--- config.mk ---
export PLATFORM = sky130hd
export DESIGN_NAME = branch_target_buffer
export DESIGN_NICKNAME = d
export VERILOG_FILES = /design/src/rtl/branch_target_buffer.sv
export SDC_FILE = /design/constraint.sdc
export NUM_CORES = 1
export LEC_CHECK = 0
export ABC_AREA = 1
export BUFFER_PORTS_ARGS = -buffer_cell sky130_fd_sc_hd__buf_2
export CORE_ASPECT_RATIO = 1.1
export CORE_MARGIN = 4
export CORE_UTILIZATION = 55
export DETAILED_ROUTE_END_ITERATION = 7
export PLACE_DENSITY = 0.77
export SLEW_MARGIN = 10
export SYNTH_ARGS = -nofsm -noshare
export SYNTH_HDL_FRONTEND = slang
export SYNTH_SLANG_ARGS = --single-unit
export TNS_END_PERCENT = 100
--- constraint.sdc ---
create_clock -name clk -period 2.7 [get_ports clk]
set_input_delay 0 -clock clk [delete_from_list [all_inputs] [get_ports clk]]
set_output_delay 0 -clock clk [all_outputs]
set_load 0.05 [all_outputs]
--- src/rtl/branch_target_buffer.sv ---
// Tagged direct-mapped branch target buffer with 2-bit direction counters.
// Ports: clk, RESET_N (async low); lk_pc -> lk_hit/lk_taken/lk_target
//   (combinational lookup); upd_valid/upd_pc/upd_taken/upd_target/
//   upd_mispred (resolved-branch writeback); flush (sync invalidate);
//   stat_lookups/stat_hits/stat_mispreds (built only with BTB_STATS_EN,
//   otherwise tied to 0).
module branch_target_buffer #(
  parameter int DBITS     = 32,
  parameter int INDEXBITS = 4,
  parameter int TAGBITS   = 8,
  parameter int INSTSIZE  = 4,
  parameter int CNTBITS   = 32
) (
  input  logic               clk,
  input  logic               RESET_N,
  input  logic [DBITS-1:0]   lk_pc,
  output logic               lk_hit,
  output logic               lk_taken,
  output logic [DBITS-1:0]   lk_target,
  input  logic               upd_valid,
  input  logic [DBITS-1:0]   upd_pc,
  input  logic               upd_taken,
  input  logic [DBITS-1:0]   upd_target,
  input  logic               upd_mispred,
  input  logic               flush,
  output logic [CNTBITS-1:0] stat_lookups,
  output logic [CNTBITS-1:0] stat_hits,
  output logic [CNTBITS-1:0] stat_mispreds
);

  localparam int ENTRIES = 1 << INDEXBITS;

  logic [ENTRIES-1:0] r_valid;
  logic [1:0]         r_ctr    [ENTRIES];
  logic [TAGBITS-1:0] r_tag    [ENTRIES];
  logic [DBITS-1:0]   r_target [ENTRIES];

  logic [INDEXBITS-1:0] w_lk_idx;
  logic [TAGBITS-1:0]   w_lk_tag;
  logic [INDEXBITS-1:0] w_up_idx;
  logic [TAGBITS-1:0]   w_up_tag;
  logic                 w_up_hit;
  logic                 w_unused;

  assign w_lk_idx = lk_pc[INDEXBITS+1:2];
  assign w_lk_tag = lk_pc[INDEXBITS+TAGBITS+1:INDEXBITS+2];
  assign w_up_idx = upd_pc[INDEXBITS+1:2];
  assign w_up_tag = upd_pc[INDEXBITS+TAGBITS+1:INDEXBITS+2];

  // Low PC bits and bits above the tag play no part in indexing.
  assign w_unused = ^{lk_pc, upd_pc, upd_mispred};

  // Valid gates the tag compare so unreset tags never leak out.
  assign lk_hit    = r_valid[w_lk_idx] &&
                     (r_tag[w_lk_idx] == w_lk_tag);
  assign lk_taken  = lk_hit && r_ctr[w_lk_idx][1];
  assign lk_target = lk_taken ? r_target[w_lk_idx]
                              : lk_pc + DBITS'(INSTSIZE);

  assign w_up_hit = r_valid[w_up_idx] &&
                    (r_tag[w_up_idx] == w_up_tag);

  always_ff @(posedge clk or negedge RESET_N) begin
    if (!RESET_N) begin
      r_valid <= '0;
      for (int i = 0; i < ENTRIES; i++) r_ctr[i] <= 2'b01;
    end else if (flush) begin
      r_valid <= '0;
      for (int i = 0; i < ENTRIES; i++) r_ctr[i] <= 2'b01;
    end else if (upd_valid) begin
      unique case (1'b1)
        w_up_hit && upd_taken: begin
          if (r_ctr[w_up_idx] != 2'b11)
            r_ctr[w_up_idx] <= r_ctr[w_up_idx] + 2'b01;
        end
        w_up_hit && !upd_taken: begin
          if (r_ctr[w_up_idx] != 2'b00)
            r_ctr[w_up_idx] <= r_ctr[w_up_idx] - 2'b01;
        end
        !w_up_hit && upd_taken: begin
          r_valid[w_up_idx] <= 1'b1;
          r_ctr[w_up_idx]   <= 2'b10;
        end
        default: ;
      endcase
    end
  end

  // On a taken hit the tag rewrite is a no-op, so one write path
  // serves both allocation and target refresh.
  always_ff @(posedge clk) begin
    if (!flush && upd_valid && upd_taken) begin
      r_tag[w_up_idx]    <= w_up_tag;
      r_target[w_up_idx] <= upd_target;
    end
  end

`ifdef BTB_STATS_EN
  logic [CNTBITS-1:0] r_lookups;
  logic [CNTBITS-1:0] r_hits;
  logic [CNTBITS-1:0] r_mispreds;

  always_ff @(posedge clk or negedge RESET_N) begin
    if (!RESET_N) begin
      r_lookups  <= '0;
      r_hits     <= '0;
      r_mispreds <= '0;
    end else begin
      if (r_lookups != '1)
        r_lookups <= r_lookups + CNTBITS'(1);
      if (lk_hit && r_hits != '1)
        r_hits <= r_hits + CNTBITS'(1);
      if (upd_valid && upd_mispred && r_mispreds != '1)
        r_mispreds <= r_mispreds + CNTBITS'(1);
    end
  end

  assign stat_lookups  = r_lookups;
  assign stat_hits     = r_hits;
  assign stat_mispreds = r_mispreds;
`else
  assign stat_lookups  = '0;
  assign stat_hits     = '0;
  assign stat_mispreds = '0;
`endif

endmodule

==> impl_metrics.json <==
{
  "post-route-util_pct": 67.1,
  "critPathKind": "reg -> out",
  "dp_cells": 3834,
  "relSlewSlack_pct": 15.2,
  "final_max_slew_viol_count": 0,
  "num_rows": 91,
  "clock_path_buffers": 3,
  "status": "complete, but fails checks",
  "setup_viol": 64,
  "ioPinCount": 232,
  "ir_worst_vdd_mv": 0.541,
  "portBuffers": 114,
  "htreeDepth": 3,
  "yosys-top-cells-area": "edfxtp_1, o21ai_0, nand2_1",
  "dieArea_um2": 61500,
  "clk_pin_slew_ns": 0.06,
  "grt_use_total_pct": 30.8,
  "startpoint_type": "flop",
  "die_x_um": 237,
  "grt-ovfl-total": 0,
  "setup_tns_ns": -8.66,
  "area_growth_pct": 19.7,
  "ys_ff_latch": 688,
  "ant_nets": 0,
  "p_total_w": 0.0246,
  "critPathMaxStageDelay_ns": 0.33,
  "antenna_found_initial": 4,
  "initial_core_util_pct": 56.0,
  "fin_skew_ns": 0.0214,
  "crit_path_max_fanout": 7,
  "die_y_um": 260,
  "root_buffer": "clkbuf_16",
  "grt_pass1_vias": 24047,
  "worstPathCellList": "inv_1 -> buf_4 -> a21oi_1 -> o21ai_0 -> nand3_1 -> nand3_1 -> nand2_4 -> nand2_1 -> nor2_2 -> nand2_2 -> nor2_4 -> buf_12 -> buf_4 -> nand3_4 -> nand2_1 -> nand2_2 -> buf_8",
  "yosys.area.top_type": "edfxtp_1",
  "syn_area_per_cell_um2": 10.6,
  "yosysUniqueCellTypes": 44,
  "worstPathArrival_ns": 2.96,
  "hold_class": "in -> async",
  "first_pass_iters": 6,
  "netlist_area_um2": 31700,
  "violations": "negative setup slack",
  "reg2reg_slack_ns": -0.16,
  "cts_tree": "yes",
  "finalWorstSetupSlack_ns": -0.256,
  "hold_viol_final": 0,
  "synth-edff-count": 640,
  "async_flop_share_pct": 6.98,
  "core_area_um2": 56500,
  "critPathRequiredTime_ns": 2.70,
  "drtIter0Drc": 3256,
  "layout.cells.non_filler": 4030,
  "min_period_ns": 2.96,
  "cp-end-kind": "output pin",
  "hpwlAfterDp_um": 56800,
  "power_density_nw_per_um2": 651,
  "avgRoutedWirePerCell_um": 24.3,
  "p_leak_nw": 14.1,
  "ys_seq_area_share_pct": 64.6,
  "viasPerCell": 6.14,
  "vias": 24739,
  "critPathBufInv": 5,
  "post-route-period-util_pct": 109,
  "critPathTopFamily": "simple AND/OR/NAND/NOR gates",
  "synth_most_common_cell": "edfxtp_1",
  "slowest_stage": "dfrtp_1",
  "drv_cap": 0,
  "rr_worst_depth": 19,
  "synth_warnings": 0,
  "crit-reg2reg-launch": "r_tag[12][0]",
  "r2r-end": "r_ctr[5]",
  "cts_buffers": 72,
  "tightest_slew_ns": 1.27,
  "grt_max_degree": 215,
  "grt_pass1_wl_um": 145000,
  "drc_errors": 0,
  "syn_inst": 2988,
  "cts.sinks": 688,
  "drt-total-wl_um": 97700,
  "synth_flop_cell": "edfxtp_1",
  "rsz0062_at_grt": "yes",
  "gp_congestion": 0.940,
  "final_nets": 3335,
  "worstSkewPairLatency_ns": 0.62,
  "synth_top_cell_area_share_pct": 60.7,
  "yosys-top-cells-count": "edfxtp_1, nand2_1, o21ai_0",
  "fmax_ghz": 0.338,
  "drive_above_1_share_pct": 18.9
}
routing by layer:
layer | track usage (%) | wire length, µm | vias to the layer above
met2 | 50.0 | 46500 | 1569
met4 | 14.5 | 4970 | 4
li1 | - | - | 10873
met3 | 7.29 | 11000 | 331
met1 | 39.5 | 35300 | 11962
met5 | 0 | 22 | -
state kept, by name (all words and copies together), names as in the netlist:
| signal | flops |
|---|---|
| r_valid | 16 |
| r_tag | 128 |
| r_target | 512 |
| r_ctr | 32 |
cell families (layout without fill, tap and decap cells):
group | Yosys count | after routing | synth area share (%)
compound gates | 701 | 701 | 12.7
xor+xnor | 31 | 31 | 0.858
fa+ha+maj | 6 | 6 | 0.237
buf+inv | 521 | 720 | 7.95
flops | 688 | 688 | 64.6
other cells | 1 | 98 | 0.0118
simple gates | 1040 | 1042 | 13.7
final cells by class:
| cell class | instances | area, µm² |
|---|---|---|
| Inverter | 241 | 921 |
| Timing Repair Buffer | 348 | 3260 |
| Multi-Input combinational cell | 1876 | 9910 |
| Tap cell | 744 | 931 |
| Antenna cell | 2 | 5.00 |
| Clock buffer | 83 | 1840 |
| Clock inverter | 48 | 556 |
| Fill cell | 4154 | 18600 |
| Sequential cell | 688 | 20400 |
worst max path at each step:
stage	start	endpoint	slack, ns	cells past startpoint
2_1_floorplan	upd_pc[3]	r_tag[3][0]	-0.18	6
3_5_place_dp	upd_pc[2]	r_ctr[5]	-0.72	22
6_report	r_valid[5]	lk_target[5]	-0.26	17
3_3_place_gp	upd_pc[2]	r_ctr[29]	-0.67	23
5_1_grt	r_tag[12][5]	lk_target[2]	-0.39	21
4_1_cts	r_tag[12][5]	lk_target[0]	-0.21	19
layout by cell type, fill, tap and decap left out, types with 10 or more instances in the layout:
cell type	count
nand3_2	11
dlygate4sd3_1	43
clkbuf_16	73
nand2_2	45
o21ai_1	39
xor2_1	20
o211ai_1	21
clkinv_2	13
nand3_1	160
nor2_1	328
buf_2	78
buf_4	146
dfstp_2	16
buf_6	17
nand2_4	24
o22ai_1	160
conb_1	96
o221ai_1	49
o21ai_0	347
a21oi_4	15
buf_8	28
inv_2	19
nand4_1	42
nand2_1	375
inv_1	215
dfrtp_1	32
clkbuf_1	11
bufinv_16	10
a22oi_2	16
a21oi_1	45
xnor2_1	10
edfxtp_1	640
buf_12	34
clkinv_1	13
nor2_2	14
nor2_4	25
power by group:
group | switching, W | leakage (nW) | internal (W)
combinational | 0.00194 | 6.54 | 0.000793
sequential | 0.0000400 | 6.36 | 0.0118
clock | 0.00418 | 1.16 | 0.00592
what timing repair did:
item / CTS / global route
endpoints found under the setup margin: 67 / 82
buffers inserted: 7 / 9
endpoints found under the hold margin: 690 / 0
resized for setup: 178 / 150
gates cloned: 3 / 2
hold buffers: 43 / 0
pin swaps: 34 / 56
metrics by stage:
stage	cell area (µm²)	hold WS (ns)	worst slack (ns)
final	37900	0.0431	-0.256
after global routing	37900	0.0771	-0.385
after CTS	37300	0.0285	-0.207
after detailed placement	33800	0.162	-0.719
after global placement	33800	0.163	-0.673
after floorplan	32200	-0.296	-0.179
Power figures use the tool's default switching activity.
